[config.mk]
export PLATFORM = sky130hd
export DESIGN_NAME = fifo_param
export DESIGN_NICKNAME = d
export VERILOG_FILES = /design/src/rtl/fifo_param.sv
export SDC_FILE = /design/constraint.sdc
export NUM_CORES = 1
export LEC_CHECK = 0
export BUFFER_PORTS_ARGS = -buffer_cell sky130_fd_sc_hd__buf_2
export CORE_UTILIZATION = 59
export CTS_CLUSTER_SIZE = 16
export DETAILED_ROUTE_END_ITERATION = 12
export PLACE_DENSITY = 0.75
export SLEW_MARGIN = 20
export SYNTH_ARGS = -nofsm -noshare
export SYNTH_HDL_FRONTEND = slang
export SYNTH_SLANG_ARGS = --single-unit
[constraint.sdc]
create_clock -name clk -period 4.4 [get_ports clk]
set_clock_uncertainty 0.1 [all_clocks]
set_input_delay 0.88 -clock clk [delete_from_list [all_inputs] [get_ports clk]]
set_output_delay 0.88 -clock clk [all_outputs]
set_load 0.01 [all_outputs]
[src/rtl/fifo_param.sv]
// fifo_param: parametrised single-clock FIFO with a flop-based register file,
// almost-full/almost-empty flags and registered per-request ack/err pulses.
//
// Ports:
//   clk          rising-edge clock
//   reset        asynchronous reset, active-high
//   wr_en, d_in  write request and write data
//   rd_en        read request
//   d_out        read data (registered, 1-cycle latency aligned with rd_ack)
//   full, empty, almost_full, almost_empty
//                decodes of the registered data_count
//   wr_ack/wr_err, rd_ack/rd_err
//                outcome of the previous cycle's request
//   data_count   words stored, 0..DEPTH
//
// Define FIFO_FWFT_EN for first-word fall-through. In that mode d_out shows
// the head word combinationally whenever the FIFO is not empty, and rd_en pops it.
module fifo_param #(
    parameter int DATA_WIDTH    = 32,
    parameter int ADDR_WIDTH    = 3,
    parameter int AFULL_THRESH  = 6,
    parameter int AEMPTY_THRESH = 1
) (
    input  logic                  clk,
    input  logic                  reset,
    input  logic                  wr_en,
    input  logic [DATA_WIDTH-1:0] d_in,
    input  logic                  rd_en,
    output logic [DATA_WIDTH-1:0] d_out,
    output logic                  full,
    output logic                  empty,
    output logic                  almost_full,
    output logic                  almost_empty,
    output logic                  wr_ack,
    output logic                  wr_err,
    output logic                  rd_ack,
    output logic                  rd_err,
    output logic [ADDR_WIDTH:0]   data_count
);
    localparam int DEPTH = 2 ** ADDR_WIDTH;
    localparam logic [ADDR_WIDTH-1:0] PTR_ONE = 1;
    localparam logic [ADDR_WIDTH:0]   CNT_ONE = 1;

    logic [DATA_WIDTH-1:0] mem_q [DEPTH];
    logic [ADDR_WIDTH-1:0] head_q, head_d, tail_q, tail_d;
    logic [ADDR_WIDTH:0]   count_q, count_d;
    logic                  wr_ack_q, wr_err_q, rd_ack_q, rd_err_q;
    logic                  rd_ok, wr_ok;

    assign full         = int'(count_q) == DEPTH;
    assign empty        = count_q == '0;
    assign almost_full  = int'(count_q) >= AFULL_THRESH;
    assign almost_empty = int'(count_q) <= AEMPTY_THRESH;
    assign data_count   = count_q;
    assign wr_ack       = wr_ack_q;
    assign wr_err       = wr_err_q;
    assign rd_ack       = rd_ack_q;
    assign rd_err       = rd_err_q;

    // A full FIFO still takes a write when the same cycle frees a slot.
    assign rd_ok = rd_en & ~empty;
    assign wr_ok = wr_en & (~full | rd_ok);

    always_comb begin
        head_d  = rd_ok ? head_q + PTR_ONE : head_q;
        tail_d  = wr_ok ? tail_q + PTR_ONE : tail_q;
        count_d = (wr_ok & ~rd_ok) ? count_q + CNT_ONE :
                  (rd_ok & ~wr_ok) ? count_q - CNT_ONE : count_q;
    end

    always_ff @(posedge clk or posedge reset) begin
        if (reset) begin
            head_q   <= '0;
            tail_q   <= '0;
            count_q  <= '0;
            wr_ack_q <= 1'b0;
            wr_err_q <= 1'b0;
            rd_ack_q <= 1'b0;
            rd_err_q <= 1'b0;
        end else begin
            head_q   <= head_d;
            tail_q   <= tail_d;
            count_q  <= count_d;
            wr_ack_q <= wr_ok;
            wr_err_q <= wr_en & ~wr_ok;
            rd_ack_q <= rd_ok;
            rd_err_q <= rd_en & ~rd_ok;
        end
    end

    // Storage is deliberately left unreset; occupancy is tracked by count_q alone.
    always_ff @(posedge clk) begin
        if (wr_ok) mem_q[tail_q] <= d_in;
    end

`ifdef FIFO_FWFT_EN
    assign d_out = empty ? '0 : mem_q[head_q];
`else
    logic [DATA_WIDTH-1:0] dout_q;

    always_ff @(posedge clk or posedge reset) begin
        if (reset) dout_q <= '0;
        else       dout_q <= rd_ok ? mem_q[head_q] : '0;
    end

    assign d_out = dout_q;
`endif
endmodule

==> key figures <==
Outcome
  – Outcome: finished, final reports clean

STA
  – Max-slew headroom: 27.9%
  – Final Max Tran Viols: 0
  – Slew @ Worst Pin: 1.08 ns
  – Fin. Hold Viols: 0
  – Setup-failing EPs final: 0
  – RSZ-0062 raised after global routing: no
  – Fmax: 0.330 GHz
  – Final period utilization: 68.8%
  – Fin Setup TNS: 0 ns
  – Minimum clock period: 3.03 ns

Run
  – Max-Cap Viols: 0

Worst setup path
  – Max FO, Critical Path: 7
  – RR Startpoint: data_count[0]$_DFFE_PP0P_
  – Startpoint Class: flop
  – Capture point of the worst reg-to-reg path: mem_q[7][8]$_DFFE_PP_
  – Register-to-register setup slack: 1.51 ns
  – Worst R2R Path Depth: 6
  – CP required: 3.42 ns
  – Crit path DAT: 2.05 ns
  – Type of the worst setup path: reg -> out
  – CP Capture Type: output port

Drt
  – DR WL/cell: 23.7 um
  – Routed Antenna Nets: 0
  – Routed vias: 5067
  – DRT Pass-1 Iters: 4
  – Starting DRC count in detailed routing: 441
  – Via-to-Cell Ratio: 6.10
  – DR DRC count: 0
  – DRT Wirelength: 19700 um

Die
  – Die footprint: 19400 um2
  – Die X: 139 um
  – Row count: 49
  – Core Area: 18200 um2
  – I/O pin count: 80
  – Die Y: 139 um
  – Initial Utilization: 61.1%

Synth
  – XOR/XNOR share of the synthesized area: 0.630%
  – Post-synthesis mux area share: 13.2%
  – Cell taking the most area after synthesis: edfxtp_1
  – Leading register cell type out of synthesis: edfxtp_1
  – Post-synthesis cell count: 479
  – Largest family of logic cells by synthesized area: multiplexers
  – Post-synth top area share: 69.1%
  – Avg Synthesized Cell Area: 23.2 um2
  – Synth Net Count: 523
  – YS warnings: 0
  – Synth async-reset ratio: 15.2%
  – Yosys reg bits: 302
  – Sequential area share after synthesis: 79.4%
  – Post-Synth Simple-Gate Area: 1.62%
  – Synth cell types: 32
  – Number of synthesized flops with an enable pin: 256
  – Post-synthesis compound-gate area fraction: 2.68%
  – Synth Area in Adders: 0.900%
  – Cell Area, Synth: 11100 um2
  – Synth area leaders: edfxtp_1 (69%), mux4_2 (13%), dfrtp_1 (10%)

CTS
  – CTS Buf Count: 29
  – Cts hold-fix bufs: 0
  – Clk pin slew, worst setup/hold paths: 0.06 ns
  – Worst skew pair latency: 0.53 ns
  – CTS sink cnt: 302
  – Resized Gates After CTS: 0
  – Post-CTS setup buffers: 0
  – H-Tree Depth: 1
  – Root buffer cell: clkbuf_16
  – Clock Path Buffers: 3
  – CTS tree: built

Hold path
  – Hold crit path type: in -> async

Layout
  – # fillers: 1041
  – Final Net Count: 622
  – Fraction of final layout cells sized beyond drive strength 1: 35.3%
  – Area growth, synth to finish: 14.9%
  – Core occupancy in the finished layout: 70.2%

Global route
  – Initial antenna violation count: 1
  – Total gr overflow: 0
  – Largest net degree at the start of global routing: 47
  – Total GRT Usage: 21.4%
  – Global-route wire length before repair: 30700 um
  – Vias in the first global route: 5311

Power and ir drop
  – Leakage power: 4.52 nW
  – Max IR drop VDD: 0.366 mV
  – Power density over the cells: 647 nW/um2

Placement
  – Dpl hpwl: 10400 um
  – Port Buffers: 79
  – GPL Wtd Cong: 0.769
## sequential cells by signal, indices dropped and copies added (netlist names)
name	count
head_q	3
tail_q	3
data_count	4
rd_ack	1
mem_q	256
d_out	32
wr_ack	1
rd_err	1
wr_err	1
## Yosys cell counts (4+ instances only)
master    instances
edfxtp_1        256
mux4_2           64
dfrtp_1          46
a22o_1           30
buf_2            10
nor2_1            9
ha_1              8
inv_1             7
clkbuf_1          6
xnor2_1           5
nand2_1           4
## worst max path at each step
| stage | cells after the start | to | from | slack (ns) |
|---|---|---|---|---|
| after CTS | 5 | empty | data_count[0]$_DFFE_PP0P_ | 1.36 |
| after global placement | 5 | mem_q[7][8]$_DFFE_PP_ | rd_en | 1.36 |
| final | 5 | empty | data_count[0]$_DFFE_PP0P_ | 1.37 |
| after detailed placement | 5 | mem_q[7][8]$_DFFE_PP_ | rd_en | 1.32 |
| after floorplan | 3 | mem_q[1][0]$_DFFE_PP_ | rd_en | 0.43 |
| after global routing | 5 | empty | data_count[0]$_DFFE_PP0P_ | 1.26 |
## through the flow
step                      power (mW)  setup WS, ns  hold slack (ns)  cell area [um2]  std cells
after floorplan                 5.35         0.428            0.385            11100        479
after global placement          5.89          1.36            0.415            11800        773
after detailed placement        5.94          1.32            0.423            11800        773
after CTS                       8.33          1.36            0.434            12700        827
after global routing            8.63          1.26            0.484            12800        830
final                           8.27          1.37            0.407            12800        831
## critical path: stages, from the launching register on
cell     delay (ns)
dfrtp_1        0.46
inv_1          0.14
ha_1           0.21
or3b_4         0.43
inv_1          0.13
buf_2          0.15
## where the power goes
part	internal, mW	switching, mW
registers	3.64	0.310
logic	0.980	0.970
clock network	1.38	0.991
total	6.00	2.27
## layout by cell type, fill, tap and decap left out, types with 3 or more instances in the layout
master,count
edfxtp_1,256
buf_2,79
mux4_2,64
dfrtp_1,44
a22o_1,30
clkbuf_16,29
clkinv_1,10
ha_1,8
buf_4,7
inv_1,6
nor2_4,6
clkinv_2,6
xnor2_1,5
nand2_1,4
clkbuf_1,4
xor2_1,3
nor2_1,3
nand3_1,3
nand2b_1,3
bufinv_16,3
## logic make-up after synthesis
logic type,count (synthesis)
DFF,302
muxes,67
AOI/OAI and AO/OA,35
and+or+nand+nor,31
buffers and inverters,28
xor gates and xnor gates,8
adders and majority gates,8
## layer usage
metal / track usage (%) / vias up / share of wire, %
met2: 36.9 / 197 / 52
met1: 29.3 / 2652 / 40
met5: 0 / - / 0
li1: - / 2189 / -
met3: 2.92 / 29 / 6.2
met4: 5.56 / 0 / 1.6
## final cells by class
| type | instances | area, um2 | share of cell area, % |
|---|---|---|---|
| Antenna cell | 1 | 2.50 | 0.0196 |
| Clock buffer | 33 | 741 | 5.79 |
| Clock inverter | 21 | 178 | 1.39 |
| Inverter | 7 | 27.5 | 0.215 |
| Multi-Input combinational cell | 149 | 2180 | 17.1 |
| Sequential cell | 302 | 8840 | 69.2 |
| Tap cell | 229 | 287 | 2.24 |
| Timing Repair Buffer | 89 | 523 | 4.09 |
No activity file was read; power rests on OpenSTA's default activity.
